### config.mk
export PLATFORM = sky130hd
export DESIGN_NAME = hazard_ctrl
export DESIGN_NICKNAME = d
export VERILOG_FILES = /design/src/rtl/hazard_ctrl_pkg.sv /design/src/rtl/hz_scoreboard.sv /design/src/rtl/hazard_ctrl.sv
export SDC_FILE = /design/constraint.sdc
export NUM_CORES = 1
export LEC_CHECK = 0
export ABC_CLOCK_PERIOD_IN_PS = 3550
export CAP_MARGIN = 40
export CELL_PAD_IN_SITES_DETAIL_PLACEMENT = 1
export CELL_PAD_IN_SITES_GLOBAL_PLACEMENT = 1
export CORE_AREA = 2 2 67 69
export DETAILED_ROUTE_END_ITERATION = 6
export DIE_AREA = 0 0 69 71
export PLACE_DENSITY = 0.84
export SETUP_SLACK_MARGIN = 0.15
export SYNTH_ARGS = -nofsm -noshare
export SYNTH_HDL_FRONTEND = slang
export SYNTH_SLANG_ARGS = --single-unit
### constraint.sdc
create_clock -name clk -period 3.55 [get_ports clk]
set_clock_uncertainty 0.1 [all_clocks]
set_input_delay 0.355 -clock clk [delete_from_list [all_inputs] [get_ports clk]]
set_output_delay 0.355 -clock clk [all_outputs]
set_load 0.05 [all_outputs]
### src/rtl/hazard_ctrl_pkg.sv
// Shared types and constants for the pipeline hazard controller.
// Register addresses are 4 bits; the flush counter covers FLUSH_CYCLES up to 7.
package hazard_ctrl_pkg;
    localparam int REG_ADDR_W       = 4;
    localparam int DEF_NREG         = 16;
    localparam int DEF_FLUSH_CYCLES = 2;
    localparam int CNT_W            = 3;

    typedef enum logic [0:0] {
        ST_RUN   = 1'b0,
        ST_FLUSH = 1'b1
    } state_t;
endpackage

### src/rtl/hz_scoreboard.sv
// Register write-pending scoreboard: one busy bit per architectural register.
// Set wins over clear on the same bit; R0 is never tracked.
module hz_scoreboard
    import hazard_ctrl_pkg::*;
#(
    parameter int NREG = DEF_NREG
) (
    input  logic                        clk,
    input  logic                        rst_n,
    input  logic                        set_en,
    input  logic [REG_ADDR_W-1:0]       set_addr,
    input  logic                        clr_en,
    input  logic [REG_ADDR_W-1:0]       clr_addr,
    input  logic [2:0][REG_ADDR_W-1:0]  rd_addr,
    output logic [2:0]                  rd_busy,
    output logic [NREG-1:0]             mask
);
    logic [NREG-1:0] mask_q;
    logic [NREG-1:0] mask_d;

    always_comb begin
        mask_d = mask_q;
        for (int i = 1; i < NREG; i++) begin
            if (clr_en && clr_addr == REG_ADDR_W'(i)) mask_d[i] = 1'b0;
            if (set_en && set_addr == REG_ADDR_W'(i)) mask_d[i] = 1'b1;
        end
        mask_d[0] = 1'b0;
    end

    // Reads see only the registered mask, so a clear never bypasses into this cycle.
    always_comb begin
        rd_busy = '0;
        for (int k = 0; k < 3; k++) begin
            for (int i = 0; i < NREG; i++) begin
                if (rd_addr[k] == REG_ADDR_W'(i)) rd_busy[k] = mask_q[i];
            end
        end
    end

    always_ff @(posedge clk or negedge rst_n) begin
        if (!rst_n) mask_q <= '0;
        else        mask_q <= mask_d;
    end

    assign mask = mask_q;
endmodule

### src/rtl/hazard_ctrl.sv
// Issue/stall/flush control for a simple in-order pipeline: scoreboard-based
// RAW/WAW interlock plus a fixed-length flush after a taken branch in EXE.
module hazard_ctrl
    import hazard_ctrl_pkg::*;
#(
    parameter int NREG         = DEF_NREG,
    parameter int FLUSH_CYCLES = DEF_FLUSH_CYCLES
) (
    input  logic                  clk,
    input  logic                  rst_n,
    input  logic                  dec_valid,
    input  logic [REG_ADDR_W-1:0] dec_rs1,
    input  logic [REG_ADDR_W-1:0] dec_rs2,
    input  logic                  dec_uses_rs1,
    input  logic                  dec_uses_rs2,
    input  logic [REG_ADDR_W-1:0] dec_rd,
    input  logic                  dec_needs_wb,
    input  logic                  exe_is_branch,
    input  logic                  exe_z_flag,
    input  logic                  wb_valid,
    input  logic [REG_ADDR_W-1:0] wb_addr,
    output logic                  issue,
    output logic                  stall,
    output logic                  flush,
    output logic                  pc_sel,
    output logic [NREG-1:0]       busy_mask
);
    state_t           state_q, state_d;
    logic [CNT_W-1:0] cnt_q, cnt_d;
    logic             taken;
    logic             hazard;
    logic [2:0]       src_busy;
    logic             set_en;

    hz_scoreboard #(.NREG(NREG)) u_sb (
        .clk      (clk),
        .rst_n    (rst_n),
        .set_en   (set_en),
        .set_addr (dec_rd),
        .clr_en   (wb_valid),
        .clr_addr (wb_addr),
        .rd_addr  ({dec_rd, dec_rs2, dec_rs1}),
        .rd_busy  (src_busy),
        .mask     (busy_mask)
    );

    assign taken  = exe_is_branch & exe_z_flag;
    assign hazard = (dec_uses_rs1 & src_busy[0])
                  | (dec_uses_rs2 & src_busy[1])
                  | (dec_needs_wb & src_busy[2]);
    assign set_en = issue & dec_needs_wb & (dec_rd != '0);

    always_comb begin
        state_d = state_q;
        cnt_d   = cnt_q;
        issue   = 1'b0;
        stall   = 1'b0;
        flush   = 1'b0;
        pc_sel  = 1'b0;
        case (state_q)
            ST_RUN: begin
                if (taken) begin
                    pc_sel  = 1'b1;
                    flush   = 1'b1;
                    state_d = ST_FLUSH;
                    cnt_d   = CNT_W'(FLUSH_CYCLES - 1);
                end else begin
                    issue = dec_valid & ~hazard;
                    stall = dec_valid & hazard;
                end
            end
            ST_FLUSH: begin
                // Bubbles hold no branches, so taken is deliberately ignored here.
                flush = 1'b1;
                if (cnt_q == '0) state_d = ST_RUN;
                else             cnt_d   = cnt_q - 1'b1;
            end
            default: state_d = ST_RUN;
        endcase
    end

    always_ff @(posedge clk or negedge rst_n) begin
        if (!rst_n) begin
            state_q <= ST_RUN;
            cnt_q   <= '0;
        end else begin
            state_q <= state_d;
            cnt_q   <= cnt_d;
        end
    end
endmodule

==> key figures, run 1 <==
Die
  – Effective utilization at floorplan: 35.4%
  – I/O Pins: 45
  – Die X-Extent: between 60 and 70 um
  – Num rows: 24
  – Die area: between 4000 and 5000 sq um
  – Die Ht: approximately 70 um
  – Core area: around 4200 sq um

Finish
  – Share of post-route cells with drive strength above 1: between 10% and 20%
  – FF/Latch Area: between 400 and 500 sq um
  – Finished Core Util: 48.1%
  – Fillers: a little over 500
  – Layout area overhead: 36.0%
  – Footprint of the multi-input gates: between 900 and 1000 sq um
  – Nets: around 240
  – N_diodes: 0
  – Final instance area: around 2000 sq um
  – Layout Cells excl Fill: 260

Timing
  – Max-slew violations: 0
  – RSZ-0062 raised after global routing: no
  – Slew of the pin with the lowest slew margin: 509 ps
  – Final setup fails: 0
  – Fin Setup TNS: 0 ps
  – Final Cycle Share: roughly 88%
  – Tmin final: between 3000 and 4000 ps
  – Final Hold Viols: 0
  – Max Clock Freq: between 300 and 400 MHz
  – Slew HR: between 60% and 70%

Setup path
  – Crit path max-delay family: buffers and inverters
  – Crit start category: input pin
  – R2R depth: 7
  – CP bufs+invs: 3
  – Type of the worst setup path: in -> out
  – FF-to-FF Start: u_sb.mask[2]$_DFFE_PN0P_
  – Crit-path cells: clkdlybuf4s50_1 > mux2_2 > nor4b_1 > nor4_1 > a211oi_2 > nand4_1 > inv_1 > buf_12
  – Worst reg-to-reg setup slack: 1220 ps
  – Worst R2R End: u_sb.mask[1]$_DFFE_PN0P_
  – CP peak stage delay: a little under 700 ps
  – Slowest CP cell: clkdlybuf4s50_1
  – Critical Path AT: 2660 ps
  – Worst Path Required: between 3000 and 4000 ps
  – CP endpoint kind: primary output
  – Worst-path maximum fanout: 8

Clock network
  – Clock Tree Root: clkbuf_8
  – # resized after CTS: 0
  – Sink Count: 19
  – Postcts setup bufs: 0
  – Clock Tree Buf Depth: 2
  – Worst-skew pair later-pin latency: 260 ps
  – CTS Buf Count: 3
  – Hold-fix buffers, CTS: 0
  – CTS tree: yes
  – H-tree depth: 1
  – Clk slew on worst S/H paths: 70 ps

Placed design
  – Post-DP Area: around 2000 sq um
  – Cells after DPL: approximately 260
  – GP Congestion: approximately 0.9
  – Port bufs: 43
  – Hpwl dp: about 3800 um

Detailed routing
  – Post-route ant nets: 0
  – Post-Route WL: 4930 um
  – # DRC: 0
  – Vias: roughly 1500
  – Routed len/inst: about 19 um
  – DR pass1 iterations: 4
  – Iter 0 DRT Violations: 54
  – Vias/cell: approximately 5.6

Global route
  – Largest net degree at the start of global routing: 18
  – GRT overflow: 0
  – Initial antenna violation count: 0
  – Vias in the first global route: about 1500
  – First-pass GRT wire length: 7910 um
  – Gr usage total: roughly a fifth

Yosys
  – Synth Flop Type: dfrtp_1
  – Post-synth EDFFs: 0
  – Synth Register Bits: 19
  – Yosys cell types: 46
  – Syn Nets: between 150 and 200
  – Avg Cell Area, Syn: between 9 and 10 sq um
  – Asr flop ratio synth: 100%
  – Cell Area, Synth: ~1500 sq um
  – Post-Syn Instances: 164
  – Yosys Warn Count: 0
  – Post-synthesis sequential area ratio: 32.0%

Power
  – Pleak: around 0.83 nW
  – Post-layout total power: slightly above 1 mW
  – PwrDens: ~500 nW/um^2
  – Max VDD drop: around 180 uV

Job
  – Max Cap Viol: 0

Hold path
  – Worst min-delay path category: in -> async

Status
  – Status: finished clean
[metrics by stage]
| step | hold slack (ps) | setup WS (ps) |
|---|---|---|
| floorplan | -40.6 | 823 |
| global placement | 382 | 507 |
| detailed placement | 416 | 458 |
| CTS | 199 | 445 |
| global route | 199 | 312 |
| finish | 198 | 432 |
[power breakdown]
part           internal (mW)  switching [mW]
Clock                 0.0798          0.0736
Sequential             0.270          0.0706
Combinational          0.197           0.320
Total                  0.547           0.465
[sequential cells by signal (all words and copies together) (netlist names)]
name / count
u_sb.mask: 15
cnt_q: 3
state_q: 1
[cell families after synthesis]
group                      share of synthesized area (%)
AOI/OAI and AO/OA                                   24.1
adders and majority gates                           1.68
buffers and inverters                               4.88
DFF                                                 32.0
muxes                                               15.4
other                                              0.252
and+or+nand+nor                                     21.7
[cell type report]
cell class              instances  area share [%]
inverters                       8            1.48
multi-input cells             131            46.4
clock buffers                   4            2.23
repair buffers                 46            23.1
well taps                      52            3.22
flip-flops and latches         19            23.5
[placed cells by master, fill, tap and decap left out, types with 3 or more instances in the layout]
cell type	netlist	layout
a21oi_1	3	3
buf_4	1	3
clkbuf_8	0	3
clkdlybuf4s50_1	0	41
dfrtp_1	19	19
inv_1	8	8
mux2_2	4	4
mux2i_1	12	12
nand2_1	21	21
nand2b_1	5	5
nand3_1	9	9
nand3b_1	5	5
nor2_1	7	7
o21ai_0	19	19
o21ai_2	9	9
o31ai_1	3	3
[synthesized netlist by cell type, types with 2 or more instances]
cell	n	share of area [%]
nor2_1	7	1.8
and3b_1	2	1.2
nor3_1	2	0.67
mux2i_1	12	8.1
inv_1	8	2.0
a31oi_1	2	0.84
o21ai_0	19	6.4
clkbuf_1	2	0.50
nand3_1	9	3.0
buf_6	2	1.5
o31ai_1	3	1.5
nand2_1	21	5.3
o221ai_1	2	1.2
nand3b_1	5	2.5
a21oi_1	3	1.0
mux2_2	4	3.0
ha_1	2	1.7
o21ai_2	9	5.3
nand2b_1	5	2.1
dfrtp_1	19	32
[how the worst max path moves through the flow]
stage,startpoint,endpoint,slack [ps],cells past startpoint
after floorplan,u_sb.mask[2]$_DFFE_PN0P_,issue,820,7
after global placement,dec_rs1[0],issue,510,8
after detailed placement,dec_rs1[0],issue,460,8
after CTS,dec_rs1[0],issue,450,8
after global routing,dec_rs2[1],issue,310,8
final,dec_rs1[0],issue,430,8
[per-layer routing]
layer | global-route usage [%] | share of wire [%] | vias up
li1 | - | - | 700
met1 | 27.1 | 46 | 707
met2 | 36.4 | 50 | 43
met3 | 1.85 | 3.9 | 4
met4 | 4.58 | 0.73 | 0
met5 | 0 | 0 | -
[worst register-to-register path, delay by kind of cell, from the launching register on]
kind | cells | cell delay (ps)
AOI/OAI and AO/OA | 3 | 850
buffers and inverters | 1 | 240
DFF | 1 | 460
muxes | 1 | 310
and+or+nand+nor | 2 | 290
No activity file was read; power rests on OpenSTA's default activity.
==> run 2, diff against run 1 <==
Settings changed: REMOVE_ABC_BUFFERS from default to 1.
==> run 2 against run 1 <==
Combinational power down 0.8%. Clock-buffer cell count unchanged. Critical path depth did not move. Global-route usage grew 0.76 points. First-iteration DRC count grew 9.3%. Power shrank 0.24%. Via count grew 5.8%. Final cell count stayed put.
==> key figures, run 2 (synthesis results as in run 1) <==
Status
  – Status: finished clean

Die
  – Core area: 4200 sq um (unchanged)
  – Num rows: 24 (unchanged)
  – Die X-Extent: 69 um (unchanged)
  – Effective utilization at floorplan: 35.4% (unchanged)
  – Die Ht: 71 um (unchanged)
  – I/O Pins: 45 (unchanged)
  – Die area: 4900 sq um (unchanged)

Global route
  – Vias in the first global route: 1641 (+6.5%)
  – Largest net degree at the start of global routing: 13 (-5)
  – First-pass GRT wire length: 8380 um (+5.9%)
  – Gr usage total: 21.2% (+0.76 points)
  – GRT overflow: 0 (unchanged)
  – Initial antenna violation count: 0 (unchanged)

Finish
  – Nets: 236 (unchanged)
  – Share of post-route cells with drive strength above 1: 14.9% (unchanged)
  – Layout area overhead: 35.7%
  – Footprint of the multi-input gates: 940 sq um (unchanged)
  – Most frequent cells in the layout: 41 x clkdlybuf4s50_1, 21 x nand2_1, 19 x o21ai_0, 19 x dfrtp_1, 12 x mux2i_1
  – Max reg flops: 15 (unchanged)
  – N_diodes: 0 (unchanged)
  – Fillers: 497 (-2.2%)
  – FF/Latch Area: 475 sq um (unchanged)
  – Commonest non-fill, non-tap cell in the layout: clkdlybuf4s50_1

Setup path
  – CP endpoint kind: primary output
  – Crit start category: input pin
  – R2R depth: 7 (unchanged)
  – Worst Path Required: 3090 ps (about the same)
  – Critical Path AT: 2610 ps (-50 ps)
  – Type of the worst setup path: in -> out
  – Worst-path maximum fanout: 8 (unchanged)

Detailed routing
  – Post-Route WL: 4980 um (+1.0%)
  – Routed len/inst: 19.2 um (+1.0%)
  – Vias: 1539 (+5.8%)
  – Post-route ant nets: 0 (unchanged)
  – Vias/cell: 5.92 (+5.8%)
  – # DRC: 0 (unchanged)
  – DR pass1 iterations: 4 (unchanged)
  – Iter 0 DRT Violations: 59 (+9.3%)

Clock network
  – Clk slew on worst S/H paths: 70 ps (about the same)
  – CTS tree: yes
  – Postcts setup bufs: 0 (unchanged)
  – CTS Buf Count: 3 (unchanged)
  – Hold-fix buffers, CTS: 0 (unchanged)
  – Worst-skew pair later-pin latency: 260 ps (about the same)
  – Clock Tree Buf Depth: 2 (unchanged)
  – Sink Count: 19 (unchanged)
  – H-tree depth: 1 (unchanged)
  – # resized after CTS: 0 (unchanged)
  – Clock Tree Root: clkbuf_8

Power
  – Clock share of power: 15.4% (+0.2 points)
  – PwrDens: 500 nW/um^2 (about the same)
  – Seq pwr share: 33.6% (about the same)
  – Logic pwr share: 51.0% (-0.2 points)
  – Total internal power: 0.546 mW (about the same)
  – Net Sw Power: 0.463 mW (-0.41%)
  – Max VDD drop: 206 uV (+17%)
  – Sw frac: 45.9% (-0.079 points)
  – Pleak: 0.833 nW (-0.16%)

Job
  – Max Cap Viol: 0 (unchanged)

Timing
  – Max-slew violations: 0 (unchanged)
  – Final Hold Viols: 0 (unchanged)
  – Final worst setup slack: 480 ps (+48.3 ps)
  – Slew HR: 65.8% (-0.14 points)
  – Max Clock Freq: 326 MHz (+1.6%)
  – Final Cycle Share: 86.5% (-1.4 points)
  – Final setup fails: 0 (unchanged)
  – Slew of the pin with the lowest slew margin: 511 ps (+1.56 ps)
  – Fin Setup TNS: 0 ps (unchanged)
  – Tmin final: 3070 ps (-48.3 ps)
  – RSZ-0062 raised after global routing: no

Placed design
  – Port bufs: 43 (unchanged)
  – GP Congestion: 0.922 (+4.9%)
  – Hpwl dp: 3850 um (+1.6%)
  – DP Worst Slack: 477 ps (+19.1 ps)

Hold path
  – Worst min-delay path category: in -> async
run 2: per-layer routing:
| metal | GRT usage [%] | vias to the layer above | part of all wire (%) |
|---|---|---|---|
| li1 | - | 700 | - |
| met1 | 27.2 | 761 | 43 |
| met2 | 36.0 | 63 | 49 |
| met3 | 1.85 | 15 | 5.0 |
| met4 | 10.5 | 0 | 3.1 |
| met5 | 0 | - | 0 |
run 2: power by group through the flow:
| stage | registers, mW | clock network, mW | logic (mW) |
|---|---|---|---|
| finish | 0.339 | 0.155 | 0.514 |
| global route | 0.346 | 0.165 | 0.558 |
| CTS | 0.338 | 0.158 | 0.518 |
| detailed placement | 0.341 | 0 | 0.515 |
| global placement | 0.339 | 0 | 0.505 |
| floorplan | 0.425 | 0 | 0.219 |
run 2: final cells by class:
cell class,count,area share (%)
Tap cell,52,3.22
Inverter,8,1.49
Timing Repair Buffer,46,23.0
Sequential cell,19,23.5
Multi-Input combinational cell,131,46.5
Clock buffer,4,2.23
run 2: final timing paths:
kind	from	endpoint	slack, ps
worst max-delay path	dec_rs1[0]	issue	480
worst min-delay path	rst_n	u_sb.mask[14]$_DFFE_PN0P_	330
worst max register to register	u_sb.mask[2]$_DFFE_PN0P_	u_sb.mask[1]$_DFFE_PN0P_	1210
worst min register to register	cnt_q[0]$_DFFE_PN0P_	cnt_q[0]$_DFFE_PN0P_	410
max in group asynchronous	rst_n	cnt_q[0]$_DFFE_PN0P_	2550
min in group clk	cnt_q[0]$_DFFE_PN0P_	cnt_q[0]$_DFFE_PN0P_	410
run 2: critical path, stage by stage:
cell             delay, ps
clkdlybuf4s50_1        680
mux2_4                 350
a2111oi_4              330
nor4_1                 100
a211oi_2               330
nand4_1                180
inv_1                  140
buf_12                 140
run 2: per-stage QoR:
stage	power (mW)	utilization [%]	hold slack, ps	cells	area (sq um)
after floorplan	0.643	-	-40.6	158	1450
after global placement	0.843	46.7	382	255	1960
after detailed placement	0.856	47.0	399	256	1970
after CTS	1.01	48.0	344	260	2020
after global routing	1.07	48.0	362	260	2020
final	1.01	48.0	329	260	2020
==> run 3, diff against run 2 <==
Settings changed: RECOVER_POWER from default to 50.
==> run 3 against run 2 <==
Die area did not move. Clock power barely moved. Final area fell by 0.37%. Critical endpoint unchanged. Largest cell class unchanged.
==> key figures, run 3 (synthesis results as in run 1) <==
Global route
  – Gr usage total: 21.2% (unchanged)
  – GRT overflow: 0 (unchanged)
  – Vias in the first global route: 1641 (unchanged)
  – Largest net degree at the start of global routing: 13 (unchanged)
  – Busiest grt layer: met2
  – First-pass GRT wire length: 8380 um (unchanged)
  – Initial antenna violation count: 0 (unchanged)
  – Routing usage on met2: 36.0% (unchanged)
  – M3 GR Usage: 1.85% (unchanged)
  – Met1 Use GR: 27.2% (unchanged)

Timing
  – Max-slew violations: 0 (unchanged)
  – Final Hold Viols: 0 (unchanged)
  – Slew HR: 59.0% (-6.8 points)
  – Fin Setup TNS: 0 ps (unchanged)
  – Final setup fails: 0 (unchanged)
  – Slew of the pin with the lowest slew margin: 614 ps (+104 ps)
  – RSZ-0062 raised after global routing: no
  – Tmin final: 3080 ps (+8.51 ps)
  – Final Cycle Share: 86.7% (+0.24 points)
  – Max Clock Freq: 325 MHz (-0.28%)

Detailed routing
  – DR pass1 iterations: 4 (unchanged)
  – Vias/cell: 5.95 (+0.58%)
  – Routed len/inst: 19.2 um (unchanged)
  – Post-route ant nets: 0 (unchanged)
  – Iter 0 DRT Violations: 61 (+3.4%)
  – Vias: 1548 (+0.58%)
  – # DRC: 0 (unchanged)
  – Post-Route WL: 4980 um (unchanged)

Clock network
  – Hold-fix buffers, CTS: 0 (unchanged)
  – Clock Tree Buf Depth: 2 (unchanged)
  – # resized after CTS: 0 (unchanged)
  – CTS Buf Count: 3 (unchanged)
  – H-tree depth: 1 (unchanged)
  – CTS tree: yes
  – Worst-skew pair later-pin latency: 260 ps (about the same)
  – Clk slew on worst S/H paths: 70 ps (about the same)
  – Clock Tree Root: clkbuf_8
  – Postcts setup bufs: 0 (unchanged)
  – Sink Count: 19 (unchanged)

Die
  – Die X-Extent: 69 um (unchanged)
  – Die area: 4900 sq um (unchanged)
  – Die Ht: 71 um (unchanged)
  – I/O Pins: 45 (unchanged)
  – Num rows: 24 (unchanged)
  – Effective utilization at floorplan: 35.4% (unchanged)
  – Core area: 4200 sq um (unchanged)

Placed design
  – Hpwl dp: 3850 um (unchanged)
  – GP Congestion: 0.922 (unchanged)
  – Port bufs: 43 (unchanged)

Finish
  – Layout area overhead: 35.2%
  – Share of post-route cells with drive strength above 1: 14.4% (-0.48 points)
  – Commonest non-fill, non-tap cell in the layout: clkdlybuf4s50_1
  – N_diodes: 0 (unchanged)
  – Nets: 236 (unchanged)
  – Max reg flops: 15 (unchanged)
  – Most frequent cells in the layout: 35 x clkdlybuf4s50_1, 21 x nand2_1, 19 x o21ai_0, 19 x dfrtp_1, 12 x mux2i_1

Setup path
  – Worst-path maximum fanout: 8 (unchanged)
  – Worst Path Required: 3090 ps (about the same)
  – Crit start category: input pin
  – CP endpoint kind: primary output
  – Critical Path AT: 2620 ps (about the same)
  – Type of the worst setup path: in -> out

Hold path
  – Worst min-delay path category: in -> async

Power
  – Max VDD drop: 204 uV (-1.3%)
  – Post-layout total power: 1.00 mW (-0.47%)
  – Pleak: 0.843 nW (+1.2%)
  – PwrDens: 499 nW/um^2 (about the same)

Job
  – Max Cap Viol: 0 (unchanged)

Status
  – Status: finished clean
-- run 3: changes by cell type in the layout (fill, tap and decap cells not counted) --
cell	before	now
buf_6	1	0
clkbuf_1	1	2
clkdlybuf4s50_1	41	35
dlygate4sd3_1	0	6
-- run 3: metal layers --
metal | part of all wire, % | up-vias | wire [um]
li1 | - | 698 | -
met1 | 42 | 768 | 2080
met2 | 49 | 67 | 2440
met3 | 6.0 | 15 | 297
met4 | 3.2 | 0 | 157
met5 | 0 | - | 0
-- run 3: power by group --
part / internal [mW] / switching, mW / total (mW)
logic: 0.192 / 0.318 / 0.510
clock network: 0.0800 / 0.0760 / 0.156
registers: 0.270 / 0.0689 / 0.339
total: 0.541 / 0.463 / 1.00
-- run 3: area by class of cell --
type,count,area [sq um]
well taps,52,65.1
fillers,497,2190
flip-flops and latches,19,475
inverters,8,30.0
repair buffers,46,457
multi-input cells,131,940
clock buffers,4,45.0
-- run 3: final timing paths --
kind,startpoint,end,slack (ps),cells past startpoint
worst min register to register,cnt_q[0]$_DFFE_PN0P_,cnt_q[0]$_DFFE_PN0P_,410,2
worst max-delay path,dec_rs1[0],issue,470,8
max in group asynchronous,rst_n,u_sb.mask[7]$_DFFE_PN0P_,2060,2
worst max register to register,u_sb.mask[2]$_DFFE_PN0P_,u_sb.mask[1]$_DFFE_PN0P_,1200,7
worst min-delay path,rst_n,u_sb.mask[14]$_DFFE_PN0P_,390,1
min in group clk,cnt_q[0]$_DFFE_PN0P_,cnt_q[0]$_DFFE_PN0P_,410,2
-- run 3: through the flow --
step	cell area [sq um]	worst slack [ps]	cells	hold slack (ps)	util, %
3_3_place_gp	1960	509	255	382	46.7
4_1_cts	2020	463	260	344	48.0
6_report	2010	472	260	386	47.9
3_5_place_dp	1970	477	256	399	47.0
5_1_grt	2010	330	260	421	47.9
2_1_floorplan	1450	449	158	-40.6	-
-- run 3: worst max-delay path, cell delays in order --
cell and delay (ps):
clkdlybuf4s50_1 680, mux2_4 350, a2111oi_4 330, nor4_1 100, a211oi_2 330, nand4_1 190
inv_1 140, buf_12 140
